==> src/rtl/lsu_mem_req.sv <==
// rtl/lsu_mem_req.sv - load/store request stage with byte lanes and outstanding-load tracker (option: LSU_MISALIGN_TRAP_EN)
module lsu_mem_req #(
    parameter int XLEN   = 32,
    parameter int ADDR_W = 14,
    parameter int DEPTH  = 2
) (
    input  logic              clk,
    input  logic              rst_n,
    input  logic              req_valid,
    output logic              req_ready,
    input  logic              req_we,
    input  logic [XLEN-1:0]   req_addr,
    input  logic [XLEN-1:0]   req_wdata,
    input  logic [2:0]        req_funct3,
    output logic              dmem_en,
    output logic [3:0]        dmem_we,
    output logic [ADDR_W-1:0] dmem_addr,
    output logic [XLEN-1:0]   dmem_din,
    input  logic [XLEN-1:0]   dmem_dout,
    input  logic              dmem_rvalid,
    output logic              ld_valid,
    output logic [XLEN-1:0]   ld_data,
    output logic [1:0]        ld_sft,
    output logic [2:0]        ld_funct3,
    output logic              misalign,
    output logic              busy
);

    localparam int PW = $clog2(DEPTH);
    localparam int CW = PW + 1;

    localparam logic [2:0] FNC_B  = 3'b000;
    localparam logic [2:0] FNC_H  = 3'b001;
    localparam logic [2:0] FNC_W  = 3'b010;
    localparam logic [2:0] FNC_HU = 3'b101;

    logic [CW-1:0] count;
    logic [PW-1:0] wr_ptr;
    logic [PW-1:0] rd_ptr;
    logic [4:0]    fifo [DEPTH];

    logic [1:0]    off;
    logic          fire;
    logic          mis_op;
    logic          push;
    logic          pop;
    logic [3:0]    size_mask;
    logic [3:0]    lane_mask;
    logic [XLEN-1:0] lane_data;

    // Address bits above the word index never reach the memory port.
    logic unused_addr_bits;
    assign unused_addr_bits = ^req_addr[XLEN-1:ADDR_W+2];

    assign off       = req_addr[1:0];
    assign req_ready = (count < CW'(DEPTH));
    assign busy      = (count != '0);
    assign fire      = req_valid & req_ready;
    assign dmem_addr = req_addr[ADDR_W+1:2];

    // Misalignment is only detected when the trap option is built in.
`ifdef LSU_MISALIGN_TRAP_EN
    logic is_half;
    logic is_word;
    logic mis_q;
    assign is_half = (req_funct3 == FNC_H) | (~req_we & (req_funct3 == FNC_HU));
    assign is_word = (req_funct3 == FNC_W);
    assign mis_op  = (is_half & off[0]) | (is_word & (off != 2'b00));
    assign misalign = mis_q;

    // Registered one-cycle misalign pulse after the offending handshake.
    always_ff @(posedge clk) begin
        if (!rst_n) begin
            mis_q <= 1'b0;
        end else begin
            mis_q <= fire & mis_op;
        end
    end
`else
    assign mis_op   = 1'b0;
    assign misalign = 1'b0;
`endif

    // Store byte-lane mask and lane-shifted data; shifts truncate past lane 3.
    always_comb begin
        size_mask = 4'b0000;
        case (req_funct3)
            FNC_B:   size_mask = 4'b0001;
            FNC_H:   size_mask = 4'b0011;
            FNC_W:   size_mask = 4'b1111;
            default: size_mask = 4'b0000;
        endcase
        lane_mask = size_mask << off;
        lane_data = req_wdata << {off, 3'b000};
    end

    // Memory port strobes; load data bus is kept at zero.
    always_comb begin
        dmem_en  = fire & ~mis_op;
        dmem_we  = (fire & req_we & ~mis_op) ? lane_mask : 4'b0000;
        dmem_din = (fire & req_we) ? lane_data : '0;
    end

    assign push = fire & ~req_we & ~mis_op;
    assign pop  = dmem_rvalid & (count != '0);

    // Tracker occupancy and ring pointers; wrap is natural since DEPTH is a power of two.
    always_ff @(posedge clk) begin
        if (!rst_n) begin
            count  <= '0;
            wr_ptr <= '0;
            rd_ptr <= '0;
        end else begin
            if (push) begin
                wr_ptr <= wr_ptr + PW'(1);
            end
            if (pop) begin
                rd_ptr <= rd_ptr + PW'(1);
            end
            if (push && !pop) begin
                count <= count + CW'(1);
            end else if (pop && !push) begin
                count <= count - CW'(1);
            end
        end
    end

    // Tracker storage holds {offset, funct3} for each outstanding load.
    always_ff @(posedge clk) begin
        if (push) begin
            fifo[wr_ptr] <= {off, req_funct3};
        end
    end

    // Registered load result; data and tags hold until the next response.
    always_ff @(posedge clk) begin
        if (!rst_n) begin
            ld_valid  <= 1'b0;
            ld_data   <= '0;
            ld_sft    <= 2'b00;
            ld_funct3 <= 3'b000;
        end else begin
            ld_valid <= pop;
            if (pop) begin
                ld_data   <= dmem_dout;
                ld_sft    <= fifo[rd_ptr][4:3];
                ld_funct3 <= fifo[rd_ptr][2:0];
            end
        end
    end

endmodule

==> config.mk <==
export PLATFORM = sky130hd
export DESIGN_NAME = lsu_mem_req
export DESIGN_NICKNAME = d
export VERILOG_FILES = /design/src/rtl/lsu_mem_req.sv
export SDC_FILE = /design/constraint.sdc
export NUM_CORES = 1
export LEC_CHECK = 0
export CAP_MARGIN = 10
export CORE_AREA = 2 2 93 95
export CTS_CLUSTER_DIAMETER = 80
export DETAILED_ROUTE_END_ITERATION = 8
export DIE_AREA = 0 0 95 97
export PLACE_DENSITY = 0.79
export SLEW_MARGIN = 10
export SYNTH_ARGS = -nofsm -noshare
export SYNTH_HDL_FRONTEND = slang
export SYNTH_SLANG_ARGS = --single-unit
==> constraint.sdc <==
create_clock -name clk -period 1.9 [get_ports clk]
set_input_delay 0.38 -clock clk [delete_from_list [all_inputs] [get_ports clk]]
set_output_delay 0.38 -clock clk [all_outputs]
set_load 0.01 [all_outputs]
==> metrics.csv, run 1 <==
stage,metric,value,unit
outcome,outcome,"complete, no violations",
yosys,most frequent cells after synthesis,"nand2_1 (69), dfxtp_1 (42), a21boi_2 (29)",
cts,H-tree levels,2,
timing,final slew viol count,0,
drt,"antenna viol nets, final",0,
drt,WL per Instance,14.77,µm
floorplanning,IO Count,196,
place,dpl hpwl,6.244,mm
worst_setup_path,Worst Path Arrival,1.51,ns
global_route,first-pass GRT wire length,13.41,mm
cts,Bufs on Longest Clock Path,2,
cts,CTS tree,built,
yosys,"Seq/Total Area, Yosys",0.3958,
yosys,register bit total from synthesis,52,
place,gpl congestion,0.8095,
floorplanning,# rows,33,
floorplanning,DIE AREA,0.009215,mm²
place,PortBufs,150,
worst_setup_path,crit path launch,req_wdata[23],
yosys,most common cell in the netlist,nand2_1,
cts,Root Driver,clkbuf_8,
yosys,Yosys top cell by area,dfxtp_1,
global_route,Total GRT Usage,0.1804,
yosys,"top cells by area, synth","dfxtp_1 (29%), a21boi_2 (11%), edfxtp_1 (10%)",
layout,FILL cells,712,
pwr,PwrDens,884.1,mW/mm²
cts,Clock Latency Late Sink,0.30,ns
yosys,Synth Instances,309,
timing,final setup margin,0.01068,ns
timing,Fmax,529.3,MHz
global_route,initial antenna violation count,0,
layout,fin util,0.5767,
worst_setup_path,Critical Path RT,1.52,ns
cts,CTS Buf Count,5,
cts,CTS Hold Bufs,0,
place,pre-CTS WS,-0.6207,ns
pwr,"Power, Total",4.147,mW
min_path,HP Start,ld_data[20]$_SDFFE_PN0P_,
yosys,Most used DFF post-synth,dfxtp_1,
floorplanning,initial core utilization,0.3544,
worst_setup_path,crit end category,output port,
drt,Total Wirelength,8.466,mm
global_route,largest net degree at the start of global routing,44,
yosys,Synth top area share,0.2917,
floorplanning,Std-Cell Core Area,0.008134,mm²
yosys,Yosys warning count,0,
cts,clk sinks,52,
global_route,vias in the first global route,2843,
layout,share of cells above drive strength 1,0.2756,
drt,initial DRC count,80,
drt,Remaining DRCs,0,
timing,Final period util,0.9944,
timing,RSZ-0062 raised after global routing,yes,
place,# placed instances,560,
timing,"Hold Violations, Final",0,
timing,final period demand of the worst path,1.889,ns
yosys,Synth async-reset ratio,0,
timing,clk_skew,0.006562,ns
cts,clk slew on worst S/H paths,0.09,ns
pwr,Leak Pwr,1.927,nW
yosys,number of flops mapped to enable cells by yosys,10,
drt,DR pass1 iterations,4,
worst_setup_path,Worst Path Max Fanout,2,
yosys,Avg Inst Size Synth,9.329,µm²
floorplanning,chip height,97,µm
min_path,hold path depth,2,
worst_setup_path,Reg2Reg Launch Point,count[1]$_SDFFE_PN0P_,
place,DP Area,0.004547,mm²
worst_setup_path,reg2reg path depth,7,
layout,register area,0.001142,mm²
pwr,Peak VDD IR,433.5,µV
layout,area of the multi-input gates,0.001569,mm²
flow_run,total of max-cap violations,0,
min_path,HP Class,register to register,
drt,total vias in the final route,2825,
layout,Non-Filler Instances,573,
yosys,syn nets,414,
worst_setup_path,CP Launch Type,input pin,
drt,routed vias/inst,4.930,
timing,final setup violation count,0,
global_route,Overflow after GRT,0,
yosys,post-synthesis cell type count,39,
layout,Final nets,572,
layout,Layout area overhead,62.72,%
layout,# diodes,0,
worst_setup_path,Crit Path Class,input pin to output port,
floorplanning,Die X,95,µm
yosys,Syn Std Cell Area,0.002883,mm²
layout,fin area,0.004691,mm²
metrics by stage:
step | hold WS [ns] | setup TNS (ns)
finish | 0.4670 | 0
global route | 0.4851 | -0.09326
floorplan | 0.4789 | 0
global placement | 0.4491 | -20.33
CTS | 0.4712 | 0
detailed placement | 0.4580 | -21.30
worst max-delay path: stages:
cell and delay [ns]:
clkdlybuf4s50_1 0.48, mux2i_2 0.09, buf_4 0.14, a211oi_1 0.24
buf_2 0.18
repair_timing:
item                       in CTS  in global routing
gates cloned                    3                  0
buffers inserted                1                  1
setup endpoints to repair      38                 23
gates resized for setup       133                 37
pin swaps                       6                  2
cell usage in the layout, fill, tap and decap left out, types with 3 or more instances in the layout:
| cell | instances |
|---|---|
| a211oi_1 | 16 |
| a21boi_0 | 3 |
| a21boi_2 | 29 |
| a2bb2oi_1 | 4 |
| a2bb2oi_2 | 4 |
| and2_1 | 13 |
| buf_12 | 3 |
| buf_2 | 19 |
| buf_4 | 31 |
| buf_6 | 3 |
| clkbuf_2 | 11 |
| clkbuf_8 | 5 |
| clkdlybuf4s15_1 | 4 |
| clkdlybuf4s50_1 | 97 |
| dfxtp_1 | 41 |
| dlygate4sd2_1 | 16 |
| edfxtp_1 | 10 |
| mux2i_1 | 16 |
| mux2i_2 | 4 |
| nand2_1 | 69 |
| nor2_1 | 17 |
| nor2b_1 | 7 |
| o211a_1 | 5 |
where the power goes:
part | switching, mW | internal, mW
clock network | 0.351 | 0.526
logic | 0.855 | 0.944
registers | 0.126 | 1.34
layout make-up:
cell class / count / area share
Tap cell: 105 / 0.02801
Sequential cell: 52 / 0.2435
Multi-Input combinational cell: 217 / 0.3345
Inverter: 3 / 0.004001
Clock buffer: 6 / 0.01547
Timing Repair Buffer: 188 / 0.3617
Clock inverter: 2 / 0.01280
worst paths after layout:
check,slack [ns],endpoint
max,0.01,dmem_din[31]
min,0.47,ld_data[20]$_SDFFE_PN0P_
max reg2reg,0.30,count[1]$_SDFFE_PN0P_
min reg2reg,0.47,ld_data[20]$_SDFFE_PN0P_
cells by family after synthesis:
logic type	share of synthesized area
and+or+nand+nor	0.1923
AOI/OAI and AO/OA	0.2270
DFF	0.3958
buffers and inverters	0.09722
muxes	0.07292
xor gates and xnor gates	0.009116
adders and majority gates	0.004340
other	0.001301
registers in the layout (all words and copies together) (netlist names):
signal,cells
ld_funct3,3
count,2
rd_ptr,1
fifo,10
ld_valid,1
ld_data,32
ld_sft,2
wr_ptr,1
layer usage:
layer	track usage	vias up	routed length, µm
met2	0.3175	138	4150
met4	0.08361	0	277
met5	0	-	0
met3	0.03816	23	653
met1	0.2042	1307	3385
li1	-	1357	-
(Power assumes the default switching activity.)
==> run 2, diff against run 1 <==
- PLACE_DENSITY: 0.79 -> default
- PLACE_DENSITY_LB_ADDON: default -> 0.3
==> run 2 against run 1 <==
  * The run now ends with negative setup slack left
  * Cell area rose by 3.7%
  * Via count fell by 1.6%
  * Global-route usage rose by 0.25 points
  * Critical path type unchanged
  * Highest routed layer unchanged
  * Sequential power barely moved
  * Clock power fell by 32%
==> metrics.csv, run 2 (synthesis results as in run 1) <==
stage,metric,value,unit
outcome,outcome,"complete, but fails checks",
outcome,failing checks,negative setup slack,
floorplanning,IO Count,196,
worst_setup_path,Crit Path Class,input pin to output port,
pwr,sequential share of power,0.376,
layout,# diodes,0,
worst_setup_path,CP Launch Type,input pin,
timing,Hold WS,0.4565,ns
layout,"commonest non-fill, non-tap cells in the layout","clkdlybuf4s50_1 (101), nand2_1 (69), dfxtp_1 (41), buf_4 (41), a21boi_2 (29)",
cts,Root Driver,clkbuf_8,
cts,clk sinks,52,
flow_run,total of max-cap violations,0,
timing,final setup margin,-0.02187,ns
pwr,P_sw,1.331,mW
cts,Bufs on Longest Clock Path,2,
drt,DR pass1 iterations,4,
layout,Largest register FFs,32,
floorplanning,initial core utilization,0.3544,
cts,CTS tree,built,
global_route,Total GRT Usage,0.1829,
pwr,switch share,0.3403,
layout,Layout area overhead,68.66,%
layout,most flop-heavy register,ld_data,
worst_setup_path,Worst Path Max Fanout,2,
global_route,Overflow after GRT,0,
timing,RSZ-0062 raised after global routing,yes,
layout,Final nets,585,
pwr,Internal,2.581,mW
timing,Final period util,1.012,
floorplanning,Die X,95,µm
place,PortBufs,150,
timing,final slew viol count,0,
global_route,first-pass GRT wire length,13.52,mm
drt,WL per Instance,14.96,µm
cts,clk slew on worst S/H paths,0.09,ns
timing,final period demand of the worst path,1.922,ns
worst_setup_path,slowest CP cell,clkdlybuf4s50_1,
drt,"antenna viol nets, final",0,
layout,share of cells above drive strength 1,0.3347,
pwr,Leak Pwr,1.978,nW
layout,FILL cells,717,
place,gpl congestion,0.8526,
worst_setup_path,Worst Path Arrival,1.54,ns
timing,final setup violation count,2,
drt,routed vias/inst,4.746,
floorplanning,Std-Cell Core Area,0.008134,mm²
place,dpl hpwl,6.152,mm
pwr,"Power, Total",3.912,mW
global_route,vias in the first global route,2825,
floorplanning,DIE AREA,0.009215,mm²
drt,Total Wirelength,8.764,mm
worst_setup_path,CP Cell Sequence,clkdlybuf4s50_1 -> buf_4 -> mux2i_1 -> nor2_2 -> clkdlybuf4s15_2,
cts,H-tree levels,2,
drt,initial DRC count,74,
cts,CTS Hold Bufs,0,
min_path,HP Class,input pin to register,
timing,"Hold Violations, Final",0,
floorplanning,chip height,97,µm
worst_setup_path,worst stage delay on the critical path,0.46,ns
layout,biggest registers after layout,"ld_data: 32 flops, fifo: 10 flops, ld_funct3: 3 flops",
cts,Clock Latency Late Sink,0.30,ns
pwr,Peak VDD IR,336.2,µV
pwr,PwrDens,804.6,mW/mm²
global_route,initial antenna violation count,0,
pwr,Comb pwr share,0.471,
timing,Fmax,520.3,MHz
worst_setup_path,crit end category,output port,
cts,CTS Buf Count,5,
pwr,Clock power frac,0.154,
layout,"commonest non-fill, non-tap cell in the layout",clkdlybuf4s50_1,
drt,Remaining DRCs,0,
worst_setup_path,Critical Path RT,1.52,ns
global_route,largest net degree at the start of global routing,44,
drt,total vias in the final route,2781,
timing,clk_skew,0.008363,ns
floorplanning,# rows,33,
[run 2: timing repair]
item                       4_1_cts  5_1_grt
cloned                           2        0
setup endpoints to repair       38       28
resized for setup              162       44
pin swaps                       11       11
buffers inserted                 7        4
[run 2: power groups by stage]
stage               Clock (mW)  Sequential [mW]  Combinational [mW]
finish                   0.601             1.47                1.84
global route             0.670             1.50                2.01
global placement             0             1.49                1.80
floorplan                    0             1.55               0.979
CTS                      0.636             1.47                1.83
detailed placement           0             1.50                1.83
[run 2: critical path, delay by kind of cell]
family | cells | cell delay (ns)
buffers and inverters | 3 | 0.85
multiplexers | 1 | 0.25
AND/OR/NAND/NOR | 1 | 0.06
[run 2: area by class of cell]
cell class / instances / area, µm² / share of cell area
repair buffers: 202 / 1896 / 0.3899
flip-flops and latches: 52 / 1142 / 0.2349
clock inverters: 2 / 11.26 / 0.002316
multi-input cells: 216 / 1590 / 0.3271
clock buffers: 6 / 72.57 / 0.01493
inverters: 3 / 18.77 / 0.003860
well taps: 105 / 131.4 / 0.02702
[run 2: routing by layer]
| layer | track usage | part of all wire |
|---|---|---|
| met1 | 0.2088 | 0.40 |
| met3 | 0.04283 | 0.081 |
| met5 | 0 | 0 |
| met2 | 0.3202 | 0.49 |
| met4 | 0.07804 | 0.027 |
[run 2: worst paths after layout]
kind / start / to / slack, ns / cells past startpoint
setup / recovery: req_wdata[2] / dmem_din[10] / -0.02 / 5
hold reg to reg: ld_data[8]$_SDFFE_PN0P_ / ld_data[8]$_SDFFE_PN0P_ / 0.47 / 2
hold / removal: req_funct3[1] / fifo[0][1]$_DFFE_PP_ / 0.46 / 2
setup reg to reg: count[1]$_SDFFE_PN0P_ / count[1]$_SDFFE_PN0P_ / 0.32 / 7
[run 2: through the flow]
| step | setup TNS, ns | instances | setup WS, ns | instance area (µm²) | util |
|---|---|---|---|---|---|
| detailed placement | -21.24 | 565 | -0.6433 | 4572 | 0.5621 |
| CTS | -0.01061 | 582 | -0.009564 | 4732 | 0.5818 |
| global route | -0.3701 | 586 | -0.04359 | 4862 | 0.5978 |
| finish | -0.03788 | 586 | -0.02187 | 4862 | 0.5978 |
| floorplan | 0 | 309 | 0.2219 | 2883 | - |
| global placement | -20.32 | 565 | -0.6055 | 4572 | 0.5621 |
